## config.mk

```make
export PLATFORM = sky130hd
export DESIGN_NAME = vlg_design
export DESIGN_NICKNAME = d
export VERILOG_FILES = /design/src/rtl/vlg_design.sv
export SDC_FILE = /design/constraint.sdc
export NUM_CORES = 1
export LEC_CHECK = 0
export BUFFER_PORTS_ARGS = -buffer_cell sky130_fd_sc_hd__buf_2
export CORE_AREA = 3 3 40 42
export DETAILED_ROUTE_END_ITERATION = 8
export DIE_AREA = 0 0 43 45
export PLACE_DENSITY_LB_ADDON = 0.3
export RECOVER_POWER = 50
export SETUP_SLACK_MARGIN = 0.4
export SYNTH_ARGS = -nofsm -noshare
export SYNTH_HDL_FRONTEND = slang
export SYNTH_SLANG_ARGS = --single-unit
```

## constraint.sdc

```tcl
create_clock -name i_clk -period 1.11 [get_ports i_clk]
set_clock_uncertainty 0.2 [all_clocks]
set_input_delay 0.1665 -clock i_clk [delete_from_list [all_inputs] [get_ports i_clk]]
set_output_delay 0.1665 -clock i_clk [all_outputs]
set_load 0.03 [all_outputs]
```

## src/rtl/vlg_design.sv

```systemverilog
// Registered binary-to-Gray converter: one word per enabled clock, result and
// valid strobe presented one clock later.
module vlg_design #(
    parameter int unsigned MSB = 7
) (
    input  logic         i_clk,
    input  logic         i_rst_n,
    input  logic         i_en,
    input  logic [MSB:0] i_data,
    output logic         o_vld,
    output logic [MSB:0] o_gray
);

    logic [MSB:0] gray_next;

    // Logical shift zero-fills the top bit, so g[MSB] = b[MSB] falls out naturally.
    always_comb begin
        gray_next = i_data ^ (i_data >> 1);
    end

    // o_gray is only loaded on enabled edges; consumers qualify it with o_vld.
    always_ff @(posedge i_clk or negedge i_rst_n) begin
        if (!i_rst_n) begin
            o_vld  <= 1'b0;
            o_gray <= '0;
        end else begin
            o_vld <= i_en;
            if (i_en) begin
                o_gray <= gray_next;
            end
        end
    end

endmodule

```

==> metrics.md <==
| Metric | Value |
|---|---|
| Status | finished, violations left |
| Failing checks | hold timing, setup timing |
| CP Class | register to output port |
| Max Clk Rate | 841.6 MHz |
| IO Count | 20 |
| CP Buf/Inv Count | 1 |
| Worst-Skew Late Latency | approximately 250 ps |
| WHS Endpoint | o_gray[7] |
| Syn Std Cell Area | slightly below 400 sq um |
| First-pass GRT wire length | around 1400 um |
| Total Nets Final | between 70 and 80 |
| Slew at the pin closest to its max-slew limit | 547.6 ps |
| Int Power | about 700 uW |
| GR Util All Layers | 10.18% |
| Crit. End Element | output port |
| Die ar. | between 1500 and 2000 sq um |
| Hold Crit Depth | 2 |
| Final Hold Vio Count | 2 |
| R2R Path End | o_gray[6] |
| Sequential share of power | slightly below 40% |
| Worst reg-to-reg path cell count | 4 |
| Clk sinks | 9 |
| Crit path max fanout | 2 |
| Via count | 329 |
| Comb pwr share | between 30% and 40% |
| ANT nets after route | 0 |
| Average wire per standard cell | approximately 11 um |
| Vias in the first global route | between 300 and 400 |
| Vias per inst | between 4 and 5 |
| Initial antenna violation count | 0 |
| Die Wd | about 43 um |
| FP Rows | 13 |
| Final Setup Violations | 9 |
| Clk pwr share | between 20% and 30% |
| N_diodes | 0 |
| Crit path launch type | register |
| Seq/Total Area, Yosys | 57.88% |
| CTS tree | yes |
| Critical path arrival | 820 ps |
| Top delay family on crit path | flip-flops |
| CTS Root Cell | clkbuf_4 |
| Power density over cell area | around 1400 nW/um^2 |
| Synth-to-Final Area Change | 86.50% |
| Port bufs | 19 |
| Netlist cell types | 8 |
| Worst hold start | i_data[7] |
| Yosys warns | 0 |
| Final setup TNS | -552.8 ps |
| Post-route clock period utilization | 107.0% |
| Grt ovf | 0 |
| CTS Hold Bufs | 1 |
| # fillers | ~110 |
| Synthesis-stage register bit count | 9 |
| Largest net degree at the start of global routing | 12 |
| Initial Utilization | slightly above 30% |
| WL final | 874 um |
| Die height | ~45 um |
| Total CTS buffers | 3 |
| Max-Cap Viols | 0 |
| H-tree Lvls | 1 |
| CP startpoint | o_gray[2] |
| VDD IR-drop max | 0.6732 mV |
| Pre-CTS WS | approximately 100 ps |
| Register area | 236.5 sq um |
| Max-slew headroom | between 60 and 70% |
| TritonRoute pass-1 iters | 1 |
| HP Class | primary input to register |
| Area of the multi-input gates | around 180 sq um |
| Pins Over Slew Limit | 0 |
| Setup WS post-layout | -78.16 ps |
| Switching share of power | between 30% and 40% |
| Drt first-iter violations | 0 |
| DRC violations left | 0 |
| R2r setup slk | approximately 30 ps |
| Clock Tree Buf Depth | 2 |
| Max incr delay on CP | 420 ps |
| Worst hold slack | -13.33 ps |
| Worst Path Required | around 740 ps |
| Net Switching | 307.9 uW |
| Core area | between 1000 and 1500 sq um |
| Leakage | roughly 0.3 nW |
| Crit path time final | around 1200 ps |
| Worst-path cell chain | buf_6 |
| Mapped Cells | 32 |
| Reg2reg start | o_gray[6] |
| Mean cell area of the mapped netlist | between 10 and 15 sq um |
| Syn_nets | 43 |
| Worst-path clk slew | about 60 ps |
| Gpl congestion | roughly 0.67 |
| PnR Total Power | slightly above 1 mW |
| Unrepaired setup endpoints after global routing | yes |
| Slowest cell on crit path | dfrtp_2 |
| Share of layout cells above drive strength 1 | 75.00% |
| DP HPWL | 572.7 um |
repair_timing:
action,4_1_cts,5_1_grt
endpoints found under the hold margin,11,1
setup buffers,5,3
setup endpoints to repair,17,26
resized for setup,24,8
pin swaps,1,3
per-stage QoR:
stage / utilization [%] / instances / instance area [sq um]
floorplan: - / 32 / 404.1
global placement: 40.99 / 66 / 526.8
detailed placement: 40.99 / 66 / 526.8
CTS: 53.16 / 76 / 683.2
global route: 56.48 / 79 / 725.7
finish: 56.48 / 79 / 725.7
cell usage after synthesis, drive strengths merged:
library cell / instances / area (sq um)
mux2: 1 / 11.26
a21oi: 7 / 46.30
nor2: 7 / 33.78
dfrtp: 9 / 225.2
buf: 1 / 11.26
xnor2: 7 / 61.31
logic make-up after synthesis:
kind of cell | count (synthesis) | synth area share [%]
XOR/XNOR | 7 | 15.76
multiplexers | 1 | 2.894
buffers and inverters | 1 | 2.894
flip-flops | 9 | 57.88
AO/OA/AOI/OAI | 7 | 11.90
AND/OR/NAND/NOR | 7 | 8.681
cells in the final DEF (no fill, tap or decap), types with 3 or more instances in the layout:
master	n
clkbuf_1	3
buf_6	16
xnor2_1	7
a21oi_2	3
clkbuf_4	3
a21oi_1	4
buf_2	8
nor2_4	3
nor2_2	3
dfrtp_2	9
worst max-delay path by stage:
stage,endpoint,slack [ps],cells past startpoint
after global routing,o_gray[0],-110,1
final,o_gray[2],-80,1
after global placement,o_gray[7],120,2
after detailed placement,o_gray[7],100,2
after floorplan,o_gray[7],60,1
after CTS,o_gray[2],-80,1
state kept, by name, indices dropped and copies added, names as in the netlist:
name,cells
o_vld,1
o_gray,8
cell type report:
type	count	area share (%)
sequential	9	32.59
clock buffer	4	3.621
tap	15	2.586
multi-input combinational	22	24.66
timing repair buffer	29	36.55
power groups by stage:
stage / Sequential (mW) / Clock [mW] / Combinational [mW]
after CTS: 0.399 / 0.267 / 0.327
after floorplan: 0.474 / 0 / 0.0678
final: 0.402 / 0.248 / 0.362
after global routing: 0.406 / 0.287 / 0.382
after detailed placement: 0.397 / 0 / 0.227
after global placement: 0.397 / 0 / 0.225
routing by layer:
metal / routed length (um) / global-route usage, % / vias up
met3: 74 / 2.789 / 2
li1: - / - / 169
met5: 0 / 0 / -
met2: 443 / 13.47 / 14
met4: 10 / 10.84 / 0
met1: 345 / 12.66 / 144
No activity file was read; power rests on OpenSTA's default activity.
